### src/rtl/seg_pkg.sv
// Shared glyph constants, FSM state type and sizing helper for the
// seven-segment bus reader (alternate glyphs used with SEG_READER_ALT_GLYPH_EN).
package seg_pkg;

    localparam logic [6:0] GLYPH_0     = 7'b1000000;
    localparam logic [6:0] GLYPH_1     = 7'b1111001;
    localparam logic [6:0] GLYPH_2     = 7'b0100100;
    localparam logic [6:0] GLYPH_3     = 7'b0110000;
    localparam logic [6:0] GLYPH_4     = 7'b0011001;
    localparam logic [6:0] GLYPH_5     = 7'b0010010;
    localparam logic [6:0] GLYPH_6     = 7'b0000010;
    localparam logic [6:0] GLYPH_7     = 7'b1111000;
    localparam logic [6:0] GLYPH_8     = 7'b0000000;
    localparam logic [6:0] GLYPH_9     = 7'b0011000;
    localparam logic [6:0] GLYPH_A     = 7'b0001000;
    localparam logic [6:0] GLYPH_B     = 7'b0000011;
    localparam logic [6:0] GLYPH_C     = 7'b1000110;
    localparam logic [6:0] GLYPH_D     = 7'b0100001;
    localparam logic [6:0] GLYPH_E     = 7'b0000110;
    localparam logic [6:0] GLYPH_F     = 7'b0001110;
    localparam logic [6:0] GLYPH_BLANK = 7'b1111111;

    localparam logic [6:0] GLYPH_7_ALT = 7'b1011000;
    localparam logic [6:0] GLYPH_9_ALT = 7'b0010000;

    typedef enum logic [1:0] {
        IDLE,
        COUNT,
        COMMIT,
        HOLD
    } seg_state_t;

    function automatic int idx_w(input int n);
        return (n > 1) ? $clog2(n) : 1;
    endfunction

endpackage

### src/rtl/seg_glyph_decode.sv
// Maps an active-low seven-segment pattern to its hex nibble.
// SEG_READER_ALT_GLYPH_EN adds the alternate 7 and 9 shapes.
module seg_glyph_decode
    import seg_pkg::*;
(
    input  logic [6:0] seg,
    output logic       legal,
    output logic       blank,
    output logic [3:0] nibble
);

    always_comb begin
        legal  = 1'b1;
        blank  = 1'b0;
        nibble = 4'h0;
        unique case (seg)
            GLYPH_0:     nibble = 4'h0;
            GLYPH_1:     nibble = 4'h1;
            GLYPH_2:     nibble = 4'h2;
            GLYPH_3:     nibble = 4'h3;
            GLYPH_4:     nibble = 4'h4;
            GLYPH_5:     nibble = 4'h5;
            GLYPH_6:     nibble = 4'h6;
            GLYPH_7:     nibble = 4'h7;
            GLYPH_8:     nibble = 4'h8;
            GLYPH_9:     nibble = 4'h9;
            GLYPH_A:     nibble = 4'hA;
            GLYPH_B:     nibble = 4'hB;
            GLYPH_C:     nibble = 4'hC;
            GLYPH_D:     nibble = 4'hD;
            GLYPH_E:     nibble = 4'hE;
            GLYPH_F:     nibble = 4'hF;
`ifdef SEG_READER_ALT_GLYPH_EN
            GLYPH_7_ALT: nibble = 4'h7;
            GLYPH_9_ALT: nibble = 4'h9;
`endif
            GLYPH_BLANK: begin
                legal = 1'b0;
                blank = 1'b1;
            end
            default:     legal = 1'b0;
        endcase
    end

endmodule

### src/rtl/seg_pattern_reader.sv
// Seven-segment bus receiver: debounces {digit_en, seg_in}, decodes settled
// glyphs into per-digit shadow nibbles. Optional macro: SEG_READER_ALT_GLYPH_EN.
module seg_pattern_reader
    import seg_pkg::*;
#(
    parameter int NUM_DIGITS    = 6,
    parameter int STABLE_CYCLES = 4
) (
    input  logic                          clk,
    input  logic                          resetn,
    input  logic [6:0]                    seg_in,
    input  logic [NUM_DIGITS-1:0]         digit_en,
    output logic [4*NUM_DIGITS-1:0]       value_out,
    output logic [NUM_DIGITS-1:0]         digit_valid,
    output logic                          upd_valid,
    output logic [idx_w(NUM_DIGITS)-1:0]  upd_idx,
    output logic [3:0]                    upd_nibble,
    output logic                          err
);

    localparam int IW = idx_w(NUM_DIGITS);
    localparam int CW = $clog2(STABLE_CYCLES + 1);
    localparam int SW = NUM_DIGITS + 7;

    logic [SW-1:0]         samp;
    logic [SW-1:0]         samp_prev;
    logic [CW-1:0]         cnt;
    seg_state_t            state;

    logic [NUM_DIGITS-1:0] s_en;
    logic [6:0]            s_seg;
    logic                  changed;
    logic                  onehot;
    logic                  settled;
    logic [IW-1:0]         sel;
    logic                  g_legal;
    logic                  g_blank;
    logic [3:0]            g_nib;

    assign s_en    = samp[SW-1:7];
    assign s_seg   = samp[6:0];
    assign changed = (samp != samp_prev);
    assign onehot  = (s_en != '0) && ((s_en & (s_en - 1'b1)) == '0);
    assign settled = (cnt + 1'b1) == CW'(STABLE_CYCLES);

    always_comb begin
        sel = '0;
        for (int i = 0; i < NUM_DIGITS; i++) begin
            if (s_en[i]) sel = IW'(i);
        end
    end

    seg_glyph_decode u_dec (
        .seg    (s_seg),
        .legal  (g_legal),
        .blank  (g_blank),
        .nibble (g_nib)
    );

    // The commit action is taken on the edge that leaves COUNT, so the
    // pulse lines up with the single cycle spent in COMMIT.
    always_ff @(posedge clk or negedge resetn) begin
        if (!resetn) begin
            samp        <= '0;
            samp_prev   <= '0;
            cnt         <= '0;
            state       <= IDLE;
            value_out   <= '0;
            digit_valid <= '0;
            upd_valid   <= 1'b0;
            upd_idx     <= '0;
            upd_nibble  <= '0;
            err         <= 1'b0;
        end else begin
            samp      <= {digit_en, seg_in};
            samp_prev <= samp;
            upd_valid <= 1'b0;
            err       <= 1'b0;
            unique case (state)
                IDLE: begin
                    if (changed) begin
                        state <= COUNT;
                        cnt   <= CW'(1);
                    end
                end
                COUNT: begin
                    if (changed) begin
                        cnt <= CW'(1);
                    end else if (settled) begin
                        state <= COMMIT;
                        cnt   <= '0;
                        if (s_en != '0) begin
                            if (!onehot) begin
                                err <= 1'b1;
                            end else if (g_blank) begin
                                digit_valid[sel] <= 1'b0;
                            end else if (g_legal) begin
                                value_out[4*sel +: 4] <= g_nib;
                                digit_valid[sel]      <= 1'b1;
                                upd_valid             <= 1'b1;
                                upd_idx               <= sel;
                                upd_nibble            <= g_nib;
                            end else begin
                                err <= 1'b1;
                            end
                        end
                    end else begin
                        cnt <= cnt + 1'b1;
                    end
                end
                // A change landing during COMMIT starts a new window at once.
                COMMIT: begin
                    if (changed) begin
                        state <= COUNT;
                        cnt   <= CW'(1);
                    end else begin
                        state <= HOLD;
                    end
                end
                HOLD: begin
                    if (changed) begin
                        state <= COUNT;
                        cnt   <= CW'(1);
                    end
                end
                default: state <= IDLE;
            endcase
        end
    end

endmodule

### config.mk
export PLATFORM = sky130hd
export DESIGN_NAME = seg_pattern_reader
export DESIGN_NICKNAME = d
export VERILOG_FILES = /design/src/rtl/seg_pkg.sv /design/src/rtl/seg_glyph_decode.sv /design/src/rtl/seg_pattern_reader.sv
export SDC_FILE = /design/constraint.sdc
export NUM_CORES = 1
export LEC_CHECK = 0
export ABC_AREA = 1
export ABC_CLOCK_PERIOD_IN_PS = 2700
export CAP_MARGIN = 5
export CORE_MARGIN = 2
export CORE_UTILIZATION = 35
export DETAILED_ROUTE_END_ITERATION = 10
export GPL_TIMING_DRIVEN = 1
export PLACE_DENSITY_LB_ADDON = 0.08
export SLEW_MARGIN = 10
export SYNTH_ARGS = -nofsm -noshare
export SYNTH_HDL_FRONTEND = slang
export SYNTH_SLANG_ARGS = --single-unit
### constraint.sdc
create_clock -name clk -period 2.7 [get_ports clk]
set_clock_uncertainty 0.1 [all_clocks]
set_input_delay 0.27 -clock clk [delete_from_list [all_inputs] [get_ports clk]]
set_output_delay 0.27 -clock clk [all_outputs]
set_load 0.01 [all_outputs]
# ---- After elaboration in Yosys (flattened, before gate mapping)
# Index checks and enable logic that the tools add are counted.
dict set report word_totals {
  ff_bits 70
  word_cells 97
}
dict set report classes {
  n_bitwise 6
  order_cmp 2
  n_mux 36
  n_eq_ne 25
  shift 2
  add_sub_neg 3
  n_reduce_logical 13
}
# cell count
set ops {}
lappend ops {{$pmux W4 S15} 1}
lappend ops {{$eq A7 B7 Y1 const B} 5}
lappend ops {{$neg A5 Y34} 1}
lappend ops {{$shift A4 B34 Y24 const A} 1}
lappend ops {{$shiftx A4 B34 Y24} 1}
lappend ops {{$bwmux W24} 1}
lappend ops {{$eq A7 B5 Y1 const B} 3}
lappend ops {{$eq A7 B6 Y1 const B} 3}
lappend ops {{$mux W1} 18}
lappend ops {{$mux W3} 6}
lappend ops {{$reduce_or A16 Y1} 1}
lappend ops {{$eq A7 B2 Y1 const B} 2}
lappend ops {{$eq A7 B4 Y1 const B} 2}
lappend ops {{$ne A13 B13 Y1} 1}
lappend ops {{$and A6 B6 Y6} 2}
lappend ops {{$mux W6} 2}
lappend ops {{$mux W2} 5}
lappend ops {{$eq A7 B3 Y1 const B} 1}
lappend ops {{$logic_not A7 Y1} 1}
lappend ops {{$reduce_and A7 Y1} 1}
lappend ops {{$logic_not A6 Y1} 1}
lappend ops {{$not A6 Y6} 1}
lappend ops {{$or A6 B6 Y6} 1}
lappend ops {{$pmux W2 S3} 1}
lappend ops {{20 further kinds} 25}

# ---- Depth between registers and ports, before layout
# Gate-level depths: netlist of the first run.
dict set report logic_depth {
  word_depth 12
  mapped_depth 14
  ltp_nobuf 14
}

# ---- Modules after synthesis
# From an unflattened synthesis of the first run, not the netlist that was laid out.
dict set report hier_totals {
  hier_cells 450
  area_unflattened_um2 3534.6
}
# module seq_area_each_um2 instances cells_per_inst area_per_inst_um2
set by_module_without_submodules {}
lappend by_module_without_submodules {seg_pattern_reader 1751.7 1 363 3158.0}
lappend by_module_without_submodules {seg_glyph_decode 0.0 1 87 376.6}

# ---- Worst setup path before layout of the first run
# OpenSTA, ideal clock, no wires.
dict set report synth_path {
  path_type {reg2reg}
  from {register samp[12]}
  to {register value_out[12]}
  setup_ns 0.066
  stages_incl_launch_ff 11
  path_slack_ns 0.111
  required_ns 2.534
  t_arrival_ns 2.423
  path_buffers 1
  path_cell_list {dfrtp_1 nor2_2 inv_1 nand2_1 ha_1 ha_1 clkbuf_1 clkinv_1 nor4_1 nand3_1 nand2_1}
}
dict set report synth_via {
  elab_chain_cells 5
}
# element line_no
set synth_lines {}
lappend synth_lines {{from (decl)} seg_pattern_reader.sv:25} ;# logic [SW-1:0] samp;
lappend synth_lines {{from (signal assigned)} seg_pattern_reader.sv:75} ;# samp <= {digit_en, seg_in};
lappend synth_lines {{$sub A6 B1 Y6} seg_pattern_reader.sv:43} ;# assign onehot = (s_en != '0) && ((s_en & (s_en - 1'b1)) == '0);
lappend synth_lines {{$and A6 B6 Y6} seg_pattern_reader.sv:43}
lappend synth_lines {{$logic_not A6 Y1} seg_pattern_reader.sv:43}
lappend synth_lines {{$logic_and A1 B1 Y1} seg_pattern_reader.sv:43}
lappend synth_lines {{$reduce_and A7 Y1 (no source line)} n/a}
lappend synth_lines {{to (signal, indexed assignment)} seg_pattern_reader.sv:98} ;# value_out[4*sel +: 4] <= g_nib;
lappend synth_lines {{to (decl)} seg_pattern_reader.sv:13} ;# output logic [4*NUM_DIGITS-1:0] value_out,
# Several ways; a longest one is shown, not always the timed one.
# A chain may end at the register's enable or synchronous reset.

# ---- Worst setup path in the final report of the first run
dict set report layout_path {
  from {register samp[11]}
  to {register value_out[7]}
}
dict set report layout_via {
  elab_chain_cells 5
}
# element line_no
set layout_lines {}
lappend layout_lines {{$mux W3 or $sub A6 B1 Y6 (tied branches)} {seg_pattern_reader.sv:49, seg_pattern_reader.sv:43}}
lappend layout_lines {{$mux W3 or $and A6 B6 Y6 (tied branches)} {seg_pattern_reader.sv:49, seg_pattern_reader.sv:43}}
lappend layout_lines {{$neg A5 Y34 or $logic_not A6 Y1 (tied branches)} {seg_pattern_reader.sv:98, seg_pattern_reader.sv:43}}
lappend layout_lines {{$shiftx A4 B34 Y24 (tied with other cells)} seg_pattern_reader.sv:98}
lappend layout_lines {{$bwmux W24 or $reduce_and A7 Y1 (tied branches)} n/a}
# Several ways; a longest one is shown, not always the timed one.

==> results of run 1 <==
-- power by group through the flow --
stage                     clock [uW]  combinational, uW  sequential (uW)
after floorplan                    0                199             1120
after global placement             0                312             1120
after detailed placement           0                315             1120
after CTS                        908                318             1100
after global routing             956                366             1110
final                            880                320             1100
-- worst paths after layout --
path,endpoint,cells after the start,start,slack [ns]
hold / removal,samp[2],1,seg_in[2],0.26
min in group asynchronous,asynchronous set/reset pin,3,resetn,0.37
hold reg to reg,samp_prev[6],0,samp[6],0.35
setup reg to reg,value_out[7],12,samp[11],0.23
setup / recovery,value_out[7],12,samp[11],0.23
max in group asynchronous,samp[12],3,resetn,1.79
-- final cells by class --
type | instances | share of cell area
timing repair buffer | 60 | 0.127
clock inverter | 5 | 0.0121
sequential | 70 | 0.376
multi-input combinational | 360 | 0.366
inverter | 61 | 0.0492
tap | 136 | 0.0365
clock buffer | 11 | 0.0325
-- registers in the layout (all words and copies together) (netlist names), named ones only --
name        cells
upd_valid       1
err             1
upd_idx         3
samp           13
samp_prev      13
upd_nibble      4
cnt             3
value_out      24
state           2
-- worst max-delay path: cells and delay by family (launching register included) --
| kind | cells | cell delay [ns] |
|---|---|---|
| adder cells (fa/ha/maj) | 2 | 0.49 |
| AND/OR/NAND/NOR | 7 | 1.06 |
| buffers and inverters | 3 | 0.25 |
| flip-flops | 1 | 0.45 |
-- cell usage after synthesis, types with 2 or more instances --
cell / n
nand3_2: 5
nand2_1: 159
xnor2_1: 4
a21oi_1: 5
nand3b_1: 6
buf_6: 2
o21ai_0: 7
inv_1: 52
nand4_1: 13
dfrtp_1: 70
nor3_1: 6
nor2_1: 86
inv_2: 8
ha_1: 7
o21ai_1: 4
xor2_1: 3
nor2_2: 10
clkbuf_1: 3
nand3_1: 32
nand2_2: 2
nor2_4: 3
-- stage by stage --
| stage | setup WS, ns | std cells | utilization |
|---|---|---|---|
| detailed placement | 0.118 | 686 | 0.429 |
| finish | 0.232 | 703 | 0.451 |
| CTS | 0.0988 | 703 | 0.450 |
| floorplan | 0.111 | 497 | - |
| global placement | 0.222 | 686 | 0.429 |
| global route | 0.00120 | 703 | 0.451 |
-- kinds of logic (layout without fill, tap and decap cells) --
group / Yosys count / count (layout) / synth area share
adders and majority gates: 7 / 7 / 0.0236
buffers and inverters: 67 / 137 / 0.0727
and+or+nand+nor: 325 / 325 / 0.385
AOI/OAI and AO/OA: 21 / 21 / 0.0316
DFF: 70 / 70 / 0.471
xor gates and xnor gates: 7 / 7 / 0.0165
-- per-layer routing --
layer  track usage  share of wire  up-vias  wire length, um
met2         0.251           0.45       69             4020
met4        0.0779          0.027        0              242
met1         0.241           0.49     1500             4380
li1              -              -     1680                -
met3        0.0261          0.039       17              353
met5             0              0        -                0
-- timing repair --
item | 4_1_cts | 5_1_grt
hold buffers | 1 | 0
buffers inserted | 0 | 0
hold endpoints to repair | 70 | 0
endpoints found under the setup margin | 0 | 21
gates resized for setup | 0 | 3
==> run summary, run 1 <==
Initial DRT Pass Iterations: 4
Hold WS: 0.261 ns
Int Power: 1660 uW
CP Data Required Time: 2.83 ns
reported max-cap violation count: 0
PortBufs: 53
Switching Share: 0.280
total track usage: 0.169
routed wire length: 9000 um
design area: 4660 sq um
clock tree from TritonCTS: done
initial antenna violation count: 0
Area contributors post-synth: dfrtp_1 (47%), nand2_1 (16%), nor2_1 (8.7%)
Fmax: 405 MHz
Synth top area share: 0.471
Via density: 4.65
EDFF count, synth: 0
commonest non-fill, non-tap cell in the layout: nand2_1
Ys Warns: 0
worst vdd ir: 0.000271 V
Critical Path AT: 2.60 ns
IO Count: 54
Post-Synthesis Cells: 497
Storage cell area: 1750 sq um
layout cells sized above 1: 0.0970
Post-DP Area: 4430 sq um
DRT antenna net count: 0
sequential share of the synthesized area: 0.471
die extent in y: 107 um
total CTS buffers: 9
Multi-input gate area: 1710 sq um
Slew headroom: 0.685
DRC Markers: 0
Leak Pwr: 0.00235 uW
vias in the first global route: 3068
via count: 3266
GR Overflow Total: 0
largest net degree at the start of global routing: 71
Core ar.: 10300 sq um
ANT cells: 0
Mapped Area: 3720 sq um
# clock sinks: 70
Tmin final: 2.47 ns
Cell Chain, Critical Path: nor2_4 > inv_2 > nor2_1 > inv_1 > ha_1 > ha_1 > nor2_1 > nand2_1 > inv_1 > nand4_1 > nand2_1 > nand2_1
final period utilization: 0.914
htree depth: 3
Placer Congestion: 0.896
final hold violation count: 0
Clock power frac: 0.382
most frequent cells in the layout: nand2_1 (159), nor2_1 (86), dfrtp_1 (69)
startpoint types: flip-flop
Clock transition at path regs: 0.07 ns
Mean Syn Cell Area: 7.48 sq um
DR iter-0 viols: 188
Die X: 107 um
CP Max Fanout: 5
CP peak stage delay: 0.45 ns
Clock Path Buffers: 2
NumNets Final: 584
Synth area leader: dfrtp_1
max-slew violations: 0
number of unique standard cell types used by synthesis: 31
CP Class: flip-flop to flip-flop
total power: 2300 uW
status: complete, no violations
clock root cell: clkbuf_8
starting density of the core: 0.360
Seq pwr share: 0.479
Area Growth Syn to Fin: 25.3%
Power Density: 494 nW/um^2
setup_tns: 0 ns
CP max-delay cell: dfrtp_1
first-pass GRT wire length: 15000 um
RSZ-0062 raised after global routing: false
syn_nets: 519
hold crit path type: input pin to flip-flop
Crit. End Element: flip-flop
Primary FF master, synth: dfrtp_1
routed len/inst: 12.8 um
FP Rows: 37
Worst-Skew Late Latency: 0.35 ns
NetSw: 645 uW
most used cell, CP: nand2_1
Yosys reg bits: 70
die area: 11500 sq um
asr flop ratio synth: 1.00
Comb pwr share: 0.139
slew at the pin closest to its max-slew limit: 0.471 ns
final setup violation count: 0
filler cell count: 1069
DPL Wire Length: 6850 um
No activity file was read; power rests on OpenSTA's default activity.
==> run 2: changes to the inputs <==
--- a/config.mk
+++ b/config.mk
@@ -9,7 +9,7 @@
 export ABC_CLOCK_PERIOD_IN_PS = 2700
 export CAP_MARGIN = 5
 export CORE_MARGIN = 2
-export CORE_UTILIZATION = 35
+export CORE_UTILIZATION = 49
 export DETAILED_ROUTE_END_ITERATION = 10
 export GPL_TIMING_DRIVEN = 1
 export PLACE_DENSITY_LB_ADDON = 0.08
==> run 2 against run 1 <==
  * Critical endpoint is now value_out[12]
  * Count of clock-buffer cells in the layout shrank 1
  * Cell area shrank 0.89%
  * Non-clock buffer count grew 2
  * Routed wire length shrank 7.0%
  * Critical path type unchanged
  * Register-to-register slack is essentially flat
  * Sequential cell count is the same
  * Setup slack is essentially flat
==> run summary, run 2 (synthesized netlist as in run 1, its figures left out) <==
final hold violation count: 0 (unchanged)
commonest non-fill, non-tap cell in the layout: nand2_1 (unchanged)
total CTS buffers: 9 (unchanged)
largest net degree at the start of global routing: 36 (was 71)
Post-DP Area: 4390 sq um (was 4430 sq um)
# clock sinks: 70 (unchanged)
DRC Markers: 0 (unchanged)
setup_tns: 0 ns (unchanged)
die area: 8300 sq um (was 11500 sq um)
final setup violation count: 0 (unchanged)
total track usage: 0.220 (was 0.169)
clock root cell: clkbuf_8 (unchanged)
htree depth: 3 (unchanged)
CP Max Fanout: 9 (was 5)
Power Density: 498 nW/um^2 (was 494 nW/um^2)
CP Class: flip-flop to flip-flop (unchanged)
Regs by FF count: value_out: 24 flops, samp: 13 flops, samp_prev: 13 flops (unchanged)
clock tree from TritonCTS: done (unchanged)
die extent in y: 91.1 um (was 107 um)
most frequent cells in the layout: nand2_1 (159), nor2_1 (85), dfrtp_1 (69) (was nand2_1 (159), nor2_1 (86), dfrtp_1 (69))
initial antenna violation count: 0 (unchanged)
setup slack after placement: 0.127 ns (was 0.118 ns)
first-pass GRT wire length: 14700 um (was 15000 um)
Hold WS: 0.256 ns (was 0.261 ns)
GR Overflow Total: 0 (unchanged)
DPL Wire Length: 6480 um (was 6850 um)
Placer Congestion: 0.893 (was 0.896)
Initial DRT Pass Iterations: 4 (unchanged)
Core ar.: 7290 sq um (was 10300 sq um)
IO Count: 54 (unchanged)
CP Data Required Time: 2.88 ns (was 2.83 ns)
FP Rows: 31 (was 37)
ANT cells: 0 (unchanged)
CP peak stage delay: 0.41 ns (was 0.45 ns)
largest register by flop count: value_out (unchanged)
vias in the first global route: 3240 (was 3068)
routed wire length: 8370 um (was 9000 um)
Cell Chain, Critical Path: inv_2 > o21ai_0 > nand2_1 > ha_1 > ha_1 > clkinv_1 > buf_4 > nor4_1 > buf_4 > nand3_1 > nand2_1 (was nor2_4 > inv_2 > nor2_1 > inv_1 > ha_1 > ha_1 > nor2_1 > nand2_1 > inv_1 > nand4_1 > nand2_1 > nand2_1)
RSZ-0062 raised after global routing: false (unchanged)
Leak Pwr: 0.00234 uW (was 0.00235 uW)
Clock Path Buffers: 2 (unchanged)
Critical Path AT: 2.65 ns (was 2.60 ns)
Slew headroom: 0.702 (was 0.685)
max reg flops: 24 (unchanged)
status: complete, no violations (unchanged)
Via density: 4.90 (was 4.65)
startpoint types: flip-flop (unchanged)
routed len/inst: 12.5 um (was 12.8 um)
Worst-Skew Late Latency: 0.35 ns (about the same)
PortBufs: 53 (unchanged)
reported max-cap violation count: 0 (unchanged)
DRT antenna net count: 0 (unchanged)
design area: 4620 sq um (was 4660 sq um)
hold crit path type: input pin to flip-flop (unchanged)
DR iter-0 viols: 160 (was 188)
max-slew violations: 0 (unchanged)
NumNets Final: 586 (was 584)
Die X: 91.1 um (was 107 um)
Clock transition at path regs: 0.08 ns (was 0.07 ns)
Met2 Wirelength: 4000 um (was 4020 um)
Area Growth Syn to Fin: 24.2% (was 25.3%)
Final WS setup: 0.231 ns (was 0.232 ns)
final period utilization: 0.914 (about the same)
met1 WL: 3870 um (was 4380 um)
filler cell count: 736 (was 1069)
starting density of the core: 0.510 (was 0.360)
top layer in use: met4 (unchanged)
Tmin final: 2.47 ns (about the same)
via count: 3272 (was 3266)
met3 routed WL: 374 um (was 353 um)
Layout Utilization: 0.633 (was 0.451)
worst vdd ir: 0.000315 V (was 0.000271 V)
layout cells sized above 1: 0.102 (was 0.0970)
slew at the pin closest to its max-slew limit: 0.445 ns (was 0.471 ns)
CP max-delay cell: dfrtp_1 (unchanged)
Fmax: 405 MHz (about the same)
Crit. End Element: flip-flop (unchanged)
[run 2: worst max-delay path: cells and delay by family, from the launching register on]
| kind | cells | cell delay [ns] |
|---|---|---|
| fa+ha+maj | 2 | 0.59 |
| simple gates | 4 | 0.54 |
| compound gates | 1 | 0.26 |
| buf+inv | 4 | 0.52 |
| flops | 1 | 0.41 |
[run 2: report_power, final]
part | internal [uW] | switching, uW | total (uW)
combinational | 103 | 214 | 317
sequential | 1080 | 27.2 | 1100
clock | 456 | 422 | 878
total | 1630 | 663 | 2300
[run 2: final cells by class]
| type | instances | area [sq um] | share of cell area |
|---|---|---|---|
| sequential | 70 | 1750 | 0.380 |
| clock inverter | 6 | 70.1 | 0.0152 |
| inverter | 61 | 229 | 0.0496 |
| tap | 99 | 124 | 0.0268 |
| timing repair buffer | 62 | 596 | 0.129 |
| multi-input combinational | 360 | 1710 | 0.370 |
| clock buffer | 10 | 138 | 0.0298 |
[run 2: repair_timing]
item	4_1_cts	5_1_grt
hold endpoints to repair	70	0
hold buffers	1	0
setup endpoints to repair	0	8
buffers inserted	0	0
gates resized for setup	0	3
[run 2: final timing paths]
kind	startpoint	endpoint	slack, ns	cells past startpoint
setup / recovery	samp[8]	value_out[12]	0.23	11
hold / removal	seg_in[1]	samp[1]	0.26	1
setup reg to reg	samp[8]	value_out[12]	0.23	11
min in group asynchronous	resetn	cnt[2]	0.39	3
hold reg to reg	samp[4]	samp_prev[4]	0.36	0
max in group asynchronous	resetn	samp[12]	1.77	3
[run 2: metal layers]
layer	GRT usage	vias to the layer above
li1	-	1690
met1	0.291	1495
met2	0.356	75
met3	0.0357	12
met4	0.0972	0
met5	0	-
[run 2: per-stage QoR]
step           cells  total power [uW]
2_1_floorplan    497              1320
5_1_grt          668              2400
3_5_place_dp     651              1430
6_report         668              2300
4_1_cts          668              2320
3_3_place_gp     651              1430
